==> config.mk <==
export PLATFORM = sky130hd
export DESIGN_NAME = dma_bus_arbiter
export DESIGN_NICKNAME = d
export VERILOG_FILES = /design/src/rtl/dma_bus_arbiter.sv
export SDC_FILE = /design/constraint.sdc
export NUM_CORES = 1
export LEC_CHECK = 0
export CORE_UTILIZATION = 33
export DETAILED_ROUTE_END_ITERATION = 10
export HOLD_SLACK_MARGIN = 0.02
export PLACE_DENSITY_LB_ADDON = 0.12
export REMOVE_ABC_BUFFERS = 1
export SLEW_MARGIN = 20
export SYNTH_ARGS = -nofsm -noshare
export SYNTH_HDL_FRONTEND = slang
export SYNTH_SLANG_ARGS = --single-unit
==> constraint.sdc <==
create_clock -name clk -period 2.6 [get_ports clk]
set_clock_uncertainty 0.2 [all_clocks]
set_input_delay 0.26 -clock clk [delete_from_list [all_inputs] [get_ports clk]]
set_output_delay 0.26 -clock clk [all_outputs]
set_load 0.05 [all_outputs]
==> src/rtl/dma_bus_arbiter.sv <==
// Shares the 16-bit memory bus between the 8227 CPU core and a DMA requester.
// Optional ROM write protection for DMA is enabled by defining ARB_WRITE_PROTECT_EN.
module dma_bus_arbiter #(
  parameter int MAX_BURST = 16,
  parameter int CPU_SLOTS = 4
) (
  input  logic        clk,
  input  logic        reset,
  input  logic [15:0] cpuAddr,
  input  logic        cpuRnw,
  input  logic [7:0]  cpuWdata,
  output logic [7:0]  cpuRdata,
  output logic        cpuRdy,
  input  logic        dmaReq,
  input  logic [15:0] dmaAddr,
  input  logic        dmaRnw,
  input  logic [7:0]  dmaWdata,
  output logic        dmaGnt,
  output logic [7:0]  dmaRdata,
  output logic        dmaErr,
  output logic [15:0] memAddr,
  output logic        memRnw,
  output logic [7:0]  memWdata,
  input  logic [7:0]  memRdata
);

  localparam int BW = $clog2(MAX_BURST + 1);
  localparam int SW = $clog2(CPU_SLOTS + 1);
  localparam logic [BW-1:0] BURST_LAST = BW'(MAX_BURST);
  localparam logic [SW-1:0] SLOT_FULL  = SW'(CPU_SLOTS);

  typedef enum logic [1:0] {
    CPU_OWN = 2'd0,
    STALL   = 2'd1,
    DMA_OWN = 2'd2,
    RELEASE = 2'd3
  } state_e;

  state_e          state_q, state_d;
  logic [BW-1:0]   burst_q, burst_d;
  logic [SW-1:0]   slot_q,  slot_d;
  logic            wp_block;

  // NOTE: sequential state uses non-blocking assignments so every flop samples pre-edge values.
  always_ff @(posedge clk or posedge reset) begin
    if (reset) begin
      state_q <= CPU_OWN;
      burst_q <= '0;
      slot_q  <= SLOT_FULL;
    end else begin
      state_q <= state_d;
      burst_q <= burst_d;
      slot_q  <= slot_d;
    end
  end

  // NOTE: every always_comb output gets a default first so no latch can be inferred.
  always_comb begin
    state_d = state_q;
    burst_d = burst_q;
    slot_d  = slot_q;
    unique case (state_q)
      CPU_OWN: begin
        if (slot_q != SLOT_FULL) slot_d = slot_q + 1'b1;
        if (dmaReq && (slot_q == SLOT_FULL)) state_d = STALL;
      end
      STALL: begin
        // The CPU ignores ready during writes, so the grant waits for a read cycle.
        if (!dmaReq) begin
          state_d = CPU_OWN;
        end else if (cpuRnw) begin
          state_d = DMA_OWN;
          burst_d = '0;
        end
      end
      DMA_OWN: begin
        if (dmaReq) begin
          burst_d = burst_q + 1'b1;
          if (burst_d == BURST_LAST) state_d = RELEASE;
        end else begin
          state_d = RELEASE;
        end
      end
      RELEASE: begin
        slot_d  = '0;
        state_d = CPU_OWN;
      end
      default: state_d = CPU_OWN;
    endcase
  end

  // Handshake outputs come straight from the state register: no combinational path from dmaReq.
  assign cpuRdy = (state_q == CPU_OWN);
  assign dmaGnt = (state_q == DMA_OWN);

`ifdef ARB_WRITE_PROTECT_EN
  logic err_q;

  assign wp_block = dmaGnt && !dmaRnw && dmaAddr[15];

  always_ff @(posedge clk or posedge reset) begin
    if (reset) err_q <= 1'b0;
    else       err_q <= wp_block && dmaReq;
  end

  assign dmaErr = err_q;
`else
  assign wp_block = 1'b0;
  assign dmaErr   = 1'b0;
`endif

  always_comb begin
    memAddr  = cpuAddr;
    memRnw   = cpuRnw;
    memWdata = cpuWdata;
    cpuRdata = memRdata;
    dmaRdata = 8'h00;
    if (dmaGnt) begin
      memAddr  = dmaAddr;
      memRnw   = dmaRnw | wp_block;
      memWdata = dmaWdata;
      cpuRdata = 8'h00;
      dmaRdata = memRdata;
    end
  end

endmodule
==> results_dict.tcl <==
set metrics [dict create \
    clock_latency_ns 0.29 \
    grt_remaining_overflow 0 \
    worstMarginPinSlew_ns 0.5105 \
    final_util 0.8254 \
    start_kind "flip-flop" \
    final_area_sq_mm 0.002603 \
    slew_viol_final 0 \
    final.setup.worst_slack_ns 0.3047 \
    placed_area_sq_mm 0.002566 \
    ys_seq_area_frac 0.2214 \
    seq_area_sq_um 251.5 \
    clk_pin_slew_ns 0.08 \
    ir_drop_mv 0.6220 \
    synth-edff-count 0 \
    fp.dieH_um 60.68 \
    final.period_utilization 0.8828 \
    start_util 0.3603 \
    vias_per_cell 4.873 \
    crit_fanout 15 \
    rsz0062_at_grt "no" \
    insertedDiodeCount 0 \
    postCtsSetupBuffers 0 \
    multi_input_comb_area_sq_um 765.7 \
    area_growth_pct 129.1 \
    yosysMostFrequentCell "nand2_1" \
    synth_compound_area_frac 0.1465 \
    wl_per_cell_um 15.40 \
    outcome "finished, final reports clean" \
    synthDistinctLibCells 33 \
    cp.required_ns 2.14 \
    synthMuxAreaShare 0.008811 \
    antenna_found_initial 0 \
    synth_top_family_by_area "simple AND/OR/NAND/NOR gates" \
    firstDrtPassIters 5 \
    synth_common_cells "nand2_1 (81), and2_1 (16), dfrtp_1 (9)" \
    dp_cells 310 \
    end_kind "output port" \
    core-area_sq_mm 0.003153 \
    arrival_ns 1.84 \
    synth_area_sq_mm 0.001136 \
    final-setup-viol-count 0 \
    yosysTopAreaCellShare 0.2676 \
    finalWirelength_mm 4.835 \
    synth_warnings 0 \
    yosys.area_share.xor_xnor 0 \
    synth.area.top_cells "nand2_1 (27%), dfrtp_1 (20%), and2_1 (8.8%)" \
    post_cts_resized 0 \
    final_antenna_net_count 0 \
    row_count 20 \
    ioPinCount 105 \
    final.fill_count 203 \
    hold_class "in -> async" \
    drt_iter0_markers 91 \
    grt_start_max_net_pins 36 \
    maxCapViolations 0 \
    synth_top_area_cell "nand2_1" \
    cts_made_buffers 3 \
    criticalPathCategory "reg -> out" \
    relSlewSlack 0.6586 \
    grt_pass1_vias 1502 \
    async_flop_share 1.000 \
    fin_crit_ns 2.295 \
    clockBufferDepth 2 \
    grt_first_pass_wirelength_mm 7.134 \
    fin_nets 335 \
    synthFlopType "dfrtp_1" \
    syn-instance-count 172 \
    cts_tree "yes" \
    hold_viol_final 0 \
    p_leak_nw 1.177 \
    max_freq_mhz 435.7 \
    grt_usage 0.2673 \
    power_mw 2.459 \
    synthAdderAreaFrac 0.03304 \
    root_buffer "clkbuf_4" \
    fp.dieW_um 60.68 \
    synthSimpleGateAreaFrac 0.4824 \
    ys_ff_latch 10 \
    placement.io_buffers 103 \
    drive_above_1_share 0.2074 \
    cts_sinks 10 \
    finalWeightedCongestion 0.9223 \
    drc_errors 0 \
    timing.setup.tns_ns 0 \
    p_per_area_mw_per_mm2 944.9 \
    post-place-ws_ns 0.6160 \
    dp_hpwl_mm 3.991 \
    cts_hold_buf 0 \
    htreeDepth 1 \
    avgSynthCellArea_sq_um 6.605 \
    hold_ws_ns 0.06591 \
    final_cells 314 \
    vias 1530 \
    die-area_sq_mm 0.003681 \
]
## kinds of logic (layout without fill, tap and decap cells)
| group | after synthesis | after routing |
|---|---|---|
| adders and majority gates | 3 | 3 |
| buffers and inverters | 17 | 115 |
| muxes | 1 | 1 |
| AOI/OAI and AO/OA | 22 | 22 |
| DFF | 10 | 10 |
| and+or+nand+nor | 118 | 118 |
| other | 1 | 1 |
## worst paths after layout
path                                       startpoint                endpoint  slack, ns  depth (start not counted)
worst max-delay path                        flip-flop                  cpuRdy       0.30                          2
worst min-delay path                            reset  state_q[0]$_DFFE_PP0P_       0.07                          2
worst max register to register              flip-flop  state_q[0]$_DFFE_PP0P_       0.84                          4
worst min register to register  slot_q[0]$_DFFE_PP0P_   slot_q[0]$_DFFE_PP0P_       0.34                          1
max in group asynchronous                       reset   slot_q[2]$_DFFE_PP1P_       1.81                          2
min in group clk                slot_q[0]$_DFFE_PP0P_   slot_q[0]$_DFFE_PP0P_       0.34                          1
## sequential cells by signal, summed over array words and instances (netlist names), named ones only
signal and cells:
state_q 1, burst_q 5, slot_q 3
## layout by cell type (no fill, tap or decap), types with 2 or more instances in the layout
cell type / instances
nor2_1: 3
a21oi_1: 7
clkbuf_4: 3
a211oi_2: 2
ha_1: 3
and2_1: 16
a31oi_1: 2
inv_1: 5
o21ai_0: 3
dfrtp_1: 9
buf_4: 2
nand2_1: 81
clkdlybuf4s50_1: 61
o2bb2ai_1: 2
nand3b_1: 3
nor2b_1: 5
nand3_1: 3
nand4b_1: 2
buf_12: 42
## worst max-delay path, cell delays in order (launching register included)
cell and delay (ns):
dfrtp_1 0.56, nor2_1 0.16, clkdlybuf4s50_1 0.83
## metal layers
layer,track usage,up-vias,part of all wire
met1,0.2932,684,0.34
met4,0.1071,0,0.040
li1,-,752,-
met3,0.06610,16,0.062
met5,0,-,0
met2,0.4914,78,0.56
## power by group
part / internal [mW] / total, mW / switching, mW / leakage, nW
clock: 0.0854 / 0.153 / 0.0678 / 0.0210
combinational: 0.884 / 1.97 / 1.09 / 1.03
sequential: 0.225 / 0.335 / 0.110 / 0.126
## layout make-up
class | count | area share
sequential | 10 | 0.09663
multi-input combinational | 145 | 0.2942
tap | 44 | 0.02115
timing repair buffer | 105 | 0.5635
clock buffer | 4 | 0.01394
inverter | 6 | 0.01058
(Power assumes the default switching activity.)
